<file path="config.mk">
export PLATFORM = sky130hd
export DESIGN_NAME = tx_status_fifo_mq
export DESIGN_NICKNAME = d
export VERILOG_FILES = /design/src/rtl/tx_status_fifo_mq.sv
export SDC_FILE = /design/constraint.sdc
export NUM_CORES = 2
export LEC_CHECK = 0
export ABC_CLOCK_PERIOD_IN_PS = 4200
export BUFFER_PORTS_ARGS = -buffer_cell sky130_fd_sc_hd__buf_2
export CAP_MARGIN = 15
export CORE_ASPECT_RATIO = 1.1
export CORE_MARGIN = 2
export CORE_UTILIZATION = 40
export CTS_BUF_LIST = sky130_fd_sc_hd__clkbuf_8
export DETAILED_ROUTE_END_ITERATION = 16
export PLACE_DENSITY_LB_ADDON = 0.08
export REMOVE_ABC_BUFFERS = 1
export SLEW_MARGIN = 30
export SYNTH_ARGS = -nofsm -noshare
export SYNTH_HDL_FRONTEND = slang
export SYNTH_SLANG_ARGS = --single-unit
</file>
<file path="constraint.sdc">
create_clock -name clk -period 4.2 [get_ports clk]
set_input_delay 0.84 -clock clk [delete_from_list [all_inputs] [get_ports clk]]
set_output_delay 0.84 -clock clk [all_outputs]
set_load 0.005 [all_outputs]
</file>
<file path="src/rtl/tx_status_fifo_mq.sv">
// TX-status FIFO: logs one packed status word per TX attempt, with an occupancy/drop status word and a threshold IRQ.
// Optional macro TX_STATUS_TIMESTAMP_EN stores tsf with each entry and latches the head's tsf on every pop.
module tx_status_fifo_mq #(
  parameter int            DEPTH      = 64,
  parameter int            AW         = 5,
  parameter logic [AW-1:0] RD_ADDR    = 'h16,
  parameter logic [AW-1:0] STAT_ADDR  = 'h17,
  parameter int            IRQ_THRESH = 16
) (
  input  logic          clk,
  input  logic          rstn,
  input  logic          slv_reg_rden,
  input  logic [AW-1:0] axi_araddr_core,
  input  logic          tx_try_complete,
  input  logic [9:0]    num_slot_random,
  input  logic [3:0]    cw,
  input  logic [4:0]    tx_status,
  input  logic [1:0]    linux_prio,
  input  logic [1:0]    tx_queue_idx,
  input  logic [9:0]    tx_pkt_sn,
`ifdef TX_STATUS_TIMESTAMP_EN
  input  logic [31:0]   tsf,
  output logic [31:0]   tx_status_ts_out,
`endif
  output logic [31:0]   tx_status_out,
  output logic [31:0]   tx_status_stat,
  output logic          tx_status_irq
);

  localparam int CW = $clog2(DEPTH) + 1;
  localparam int PW = $clog2(DEPTH);
`ifdef TX_STATUS_TIMESTAMP_EN
  localparam int EW = 64;
`else
  localparam int EW = 32;
`endif

  function automatic logic [7:0] sat_inc8(input logic [7:0] v);
    return (v == 8'hFF) ? v : v + 8'd1;
  endfunction

  logic [3:0]    cw_d0_q, cw_d0_d, cw_d1_q, cw_d1_d;
  logic          wr_v_q, wr_v_d;
  logic [EW-1:0] word_q, word_d;
  logic [PW-1:0] wr_ptr_q, wr_ptr_d, rd_ptr_q, rd_ptr_d;
  logic [CW-1:0] occ_q, occ_d;
  logic [7:0]    drop_q, drop_d;
  logic [EW-1:0] mem [DEPTH];
  logic [EW-1:0] head;
  logic [31:0]   pkt;
  logic [7:0]    occ8;
  logic          empty, full, pop, wr_en, drop, stat_clr;
`ifdef TX_STATUS_TIMESTAMP_EN
  logic [31:0]   ts_out_q, ts_out_d;
`endif

  assign head     = mem[rd_ptr_q];
  assign empty    = (occ_q == '0);
  assign full     = (occ_q == CW'(DEPTH));
  assign pop      = slv_reg_rden && (axi_araddr_core == RD_ADDR) && !empty;
  assign stat_clr = slv_reg_rden && (axi_araddr_core == STAT_ADDR);
  // A full FIFO still accepts a write when the head leaves in the same cycle.
  assign wr_en    = wr_v_q && (!full || pop);
  assign drop     = wr_v_q && full && !pop;
  assign pkt      = {cw_d1_q, num_slot_random[8:0], linux_prio, tx_queue_idx, tx_pkt_sn, tx_status};

  always_comb begin
    cw_d0_d  = cw;
    cw_d1_d  = cw_d0_q + {3'b000, num_slot_random[9]};
    wr_v_d   = tx_try_complete;
`ifdef TX_STATUS_TIMESTAMP_EN
    word_d   = {tsf, pkt};
    ts_out_d = pop ? head[63:32] : ts_out_q;
`else
    word_d   = pkt;
`endif
    wr_ptr_d = wr_en ? wr_ptr_q + PW'(1) : wr_ptr_q;
    rd_ptr_d = pop ? rd_ptr_q + PW'(1) : rd_ptr_q;
    occ_d    = occ_q + CW'(wr_en) - CW'(pop);
    if (stat_clr) begin
      drop_d = {7'b0, drop};
    end else if (drop) begin
      drop_d = sat_inc8(drop_q);
    end else begin
      drop_d = drop_q;
    end
  end

  always_ff @(posedge clk or negedge rstn) begin
    if (!rstn) begin
      cw_d0_q  <= '0;
      cw_d1_q  <= '0;
      wr_v_q   <= 1'b0;
      wr_ptr_q <= '0;
      rd_ptr_q <= '0;
      occ_q    <= '0;
      drop_q   <= '0;
`ifdef TX_STATUS_TIMESTAMP_EN
      ts_out_q <= '0;
`endif
    end else begin
      cw_d0_q  <= cw_d0_d;
      cw_d1_q  <= cw_d1_d;
      wr_v_q   <= wr_v_d;
      wr_ptr_q <= wr_ptr_d;
      rd_ptr_q <= rd_ptr_d;
      occ_q    <= occ_d;
      drop_q   <= drop_d;
`ifdef TX_STATUS_TIMESTAMP_EN
      ts_out_q <= ts_out_d;
`endif
    end
  end

  // Datapath registers carry no reset; wr_v_q qualifies them.
  always_ff @(posedge clk) begin
    word_q <= word_d;
    if (wr_en) begin
      mem[wr_ptr_q] <= word_q;
    end
  end

  if (CW >= 8) begin : g_occ_trunc
    assign occ8 = occ_q[7:0];
  end else begin : g_occ_ext
    assign occ8 = {{(8 - CW){1'b0}}, occ_q};
  end

  assign tx_status_out  = empty ? 32'hFFFF_FFFF : head[31:0];
  assign tx_status_stat = {14'b0, empty, full, drop_q, occ8};
  assign tx_status_irq  = (occ_q >= CW'(IRQ_THRESH));
`ifdef TX_STATUS_TIMESTAMP_EN
  assign tx_status_ts_out = ts_out_q;
`endif

endmodule

</file>
After elaboration in Yosys (flattened, before gate mapping)
Memory sizes are Yosys's and may differ from the RTL's.
Index checks and enable logic that the tools add are counted.
Storage, ports and cells
  flip-flop bits (word level): 68
  output and inout port bits: 65
  RAM bits: 2048
  memories kept: 1
  logic and storage cells: 40
  bits of input ports: 42
Memories
  mem: words 64, width 32, read ports 1, clocked after memory_dff 0, wr ports 1, RTL line 48  | logic [EW-1:0] mem [DEPTH];
Cells by class
  $add $sub $neg: 6
  reduce and logical (&&, ||, !) cells: 13
  muxes and demuxes: 6
  equality and inequality tests: 5
  order comparisons: 1
Operator list (number)
  32-bit two-way mux: 1
  8-bit two-way mux: 3
  6-bit by 1-bit adder with 6-bit output, second input constant: 2
  5-bit equality test, second input constant: 2
  8-bit by 1-bit adder with 8-bit output, second input constant: 1
  8-bit equality test, second input constant: 1
  7-bit by 1-bit adder with 7-bit output: 1
  7-bit equality test, second input constant: 1
  7-bit by 5-bit >= comparator with 1-bit output, second input constant: 1
  7-bit logical NOT: 1
  7-bit by 1-bit subtractor with 7-bit output: 1
  1-bit logical AND: 6
  4-bit by 1-bit adder with 4-bit output: 1
  1-bit logical NOT: 3
  1-bit two-way mux: 2
  2-bit != test, second input constant: 1
  2-bit AND reduction: 1
  2-bit nonzero test: 1
  1-bit logical OR: 1

Logic depth before layout (Yosys ltp)
  depth in word-level cells: 7
  gate-level depth with buffers: 14

Worst setup path before layout
No wires, ideal clock.
  path kind: input to register
  start: input port slv_reg_rden
  end: memory mem[62][0], enable pin
  required time: 3.779 ns
  arrival time: 3.637 ns
  setup slack: 0.142 ns
  buffers on the path: 2
  setup time: 0.421 ns
  stages: 7
  cells stage by stage: nand4_1 > nor3_2 > o21ai_1 > clkbuf_1 > or4b_2 > clkbuf_1 > nor2_1
On the way
  word-level cells in the longest chain between the ends: 6
Ends and longest elaborated chain
  start, declared: RTL line 12  | input logic slv_reg_rden,
  1-bit logical AND (2 in a row): RTL line 60  | assign pop = slv_reg_rden && (axi_araddr_core == RD_ADDR) && !empty;
  1-bit logical OR: RTL line 63  | assign wr_en = wr_v_q && (!full || pop);
  1-bit logical AND: RTL line 63
  1-bit two-way mux: RTL line 118  | if (wr_en) begin
  1-bit two-way mux (not written as such): RTL line 119  | mem[wr_ptr_q] <= word_q;
  end, declared: RTL line 48
Every way passes these cells.

Final worst setup path
  start: register rd_ptr_q[0]
  end: output port tx_status_out[16]
On the way
  word-level cells in the longest chain between the ends: 2
Ends and longest elaborated chain
  start, declared: RTL line 45  | logic [PW-1:0] wr_ptr_q, wr_ptr_d, rd_ptr_q, rd_ptr_d;
  start signal, assigned: RTL line 106  | rd_ptr_q <= rd_ptr_d;
  memory read 64 x 32 bit
  32-bit two-way mux: RTL line 129  | assign tx_status_out = empty ? 32'hFFFF_FFFF : head[31:0];
  end, declared: RTL line 25  | output logic [31:0] tx_status_out,
Every way passes these cells.

==> results.cfg <==
[cells_and_area]
finalNonFillerCells = 7278
mostFrequentLayoutCell = edfxtp_1
num-nets-final = 4443
final_cell_area_sq_um = 98300
final_cell_mix = edfxtp_1, mux4_2, clkbuf_8
drive_above_1_share_pct = 39.2
area_growth_pct = 21.7

[floorplanning]
dieArea_sq_um = 206000
die_w_um = 433
io_pins = 107
dieHeight_um = 475
rows = 173
design.core.area_sq_um = 201000
start_util_pct = 40.1

[grt]
grt_pass1_wl_um = 342000
grtUsageMet1_pct = 34.4
grt.busiest_layer = met2
antenna_found_initial = 10
overflow = 0
grt_max_degree = 65
grt_pass1_vias = 42100
use_met3_pct = 3.76
grt_usage_pct = 24.2
use_met2_pct = 38.9

[clocking]
clkTransAtPathRegs_ns = 0.06
ctsLongestPathBuffers = 4
cts_tree = built
cts_max_level = 5
insertion_delay_ns = 1.08
cts_made_buffers = 364
root_buffer = clkbuf_8
cts_num_sinks = 2116

[power_and_ir_drop]
total_power_mw = 59.0
p_per_area_nw_per_um2 = 601
p_switching_mw = 17.8
pwr-share-clk_pct = 28.5
p_leak_nw = 31.7
p_int_mw = 41.2
p_comb_share_pct = 30.0
ir_drop_mv = 0.289
switching_share_pct = 30.2
seqPwrFrac_pct = 41.5

[critical_path]
crit_path_max_fanout = 5
start_kind = register
crit_type = reg2out
worstPathRequired_ns = 3.36
endpoint_kind = output port
worstPathArrival_ns = 3.81

[logic_synthesis]
synthArstFlopShare_pct = 1.70
synthFlopType = edfxtp_1
netlist_instances = 3650
ys_warn_count = 0
netlist_area_sq_um = 80800
synth.avg_cell_area_sq_um = 22.1
synth_edf_count = 2048
seq_area_frac_synth_pct = 78.0
netlist_top_cells_area = edfxtp_1, mux4_2, mux2i_1, dfrtp_1, dfxtp_1
synth_top_area_share_pct = 76.1
synth-seq-cells = 2116
synth_cell_types = 66
synth_top_area_cell = edfxtp_1

[timing]
fin_crit_ns = 4.65
tightest_slew_ns = 1.03
hold_slack_ns = 0.163
finalCritPeriodShare_pct = 111
grt_setup_unrepaired = yes
fmaxAchievable_mhz = 215
finalHoldViolCount = 0
slew_viol_final = 0
relSlewSlack_pct = 31.6
fin_skew_ns = 0.0729
fin_ws_ns = -0.454
setup_viol = 32

[placed_design]
hpwl_um = 143000
dpl_cell_area_sq_um = 87800
routabilityCongestion = 0.818
pre_cts_ws_ns = 0.0844
port_buffers = 91
place_inst = 6507

[job]
drv_cap = 0

[routing]
vias = 41300
drtPass1Iterations = 5
ant_nets = 0
routed_wl_um = 248000
drc = 0
drtIter0Drc = 4491
vias_per_cell = 5.67
wl_per_cell_um = 34.1

[status]
violations = negative setup slack
status = complete, but fails checks

[hold_path]
hold_class = in2reg
flip-flops by register name (all words and copies together) (netlist names):
name / count
drop_q: 8
occ_q: 7
cw_d1_q: 4
rd_ptr_q: 6
wr_v_q: 1
wr_ptr_q: 6
cw_d0_q: 4
word_q: 32
mem: 2048
area by class of cell:
type                    instances  area, sq um
fillers                     16600       103000
diodes                          4         10.0
flip-flops and latches       2116        63100
well taps                    2625         3280
clock buffers                 383         5270
repair buffers                575         6670
multi-input cells            1315        18800
inverters                      14         52.6
clock inverters               246         1090
path summary, 6_finish.rpt:
kind / start / to / slack (ns) / cells past startpoint
setup / recovery: rd_ptr_q[0]$_DFFE_PN0N_ / tx_status_out[16] / -0.45 / 11
hold / removal: axi_araddr_core[3] / drop_q[2]$_DFFE_PN0P_ / 0.16 / 3
setup reg to reg: occ_q[2]$_DFF_PN0_ / mem[21][21]$_DFFE_PP_ / 0.56 / 10
hold reg to reg: cw_d1_q[2]$_DFF_PN0_ / word_q[30]$_DFF_P_ / 0.34 / 0
max in group asynchronous: rstn / rd_ptr_q[0]$_DFFE_PN0N_ / 3.43 / 2
min in group asynchronous: rstn / cw_d0_q[0]$_DFF_PN0_ / 0.31 / 2
power groups by stage:
stage	clock, mW	sequential, mW	combinational [mW]
after floorplan	0	25.5	5.53
after detailed placement	0	25.0	14.1
after global placement	0	25.0	14.2
after CTS	17.3	24.5	17.1
final	16.8	24.5	17.7
after global routing	18.2	24.6	18.5
cells by family (layout without fill, tap and decap cells):
group,count (synthesis),count (layout),share of synthesized area (%)
buffers and inverters,233,1218,1.56
adder cells (fa/ha/maj),15,15,0.242
multiplexers,631,631,15.3
XOR/XNOR,17,17,0.184
flip-flops,2116,2116,78.0
AND/OR/NAND/NOR,324,324,1.84
other,1,19,0.00464
AO/OA/AOI/OAI,313,313,2.86
metal layers:
metal	share of wire, %	vias to the layer above
li1	-	16900
met1	43	22500
met2	48	1454
met3	5.9	345
met4	2.5	2
met5	0.0052	-
Yosys cell counts (all sizes together) (9+ instances only):
cell,n
ha,14
nand3,21
a21oi,30
nand2,100
edfxtp,2048
inv,14
nor2b,12
dfrtp,36
a22o,11
xnor2,10
a22oi,82
nor2,125
o22ai,38
mux2,13
nand2b,9
mux2i,137
clkbuf,88
o21ai,34
a221o,11
mux4,481
a32o,12
o211ai,11
buf,131
a221oi,30
dfxtp,32
stage by stage:
| step | TNS (ns) | utilization (%) |
|---|---|---|
| after global routing | -14.94 | 48.8 |
| final | -10.90 | 48.8 |
| after detailed placement | 0 | 43.6 |
| after CTS | -15.49 | 48.4 |
| after global placement | 0 | 43.6 |
| after floorplan | -695.67 | - |
worst max-delay path, stage by stage (launching register included):
cell,delay (ns)
dfrtp_4,0.50
buf_12,0.16
buf_16,0.15
buf_16,0.16
buf_12,0.14
mux4_2,0.43
a22o_1,0.23
a221oi_2,0.23
buf_4,0.21
a31oi_4,0.07
a221o_1,0.33
buf_2,0.14
timing repair:
item | 4_1_cts | 5_1_grt
endpoints found under the hold margin | 70 | 0
hold buffers | 35 | 0
pin swaps | 73 | 73
setup endpoints to repair | 32 | 32
setup buffers | 73 | 31
gates cloned | 18 | 5
resized for setup | 365 | 138
Power figures use the tool's default switching activity.
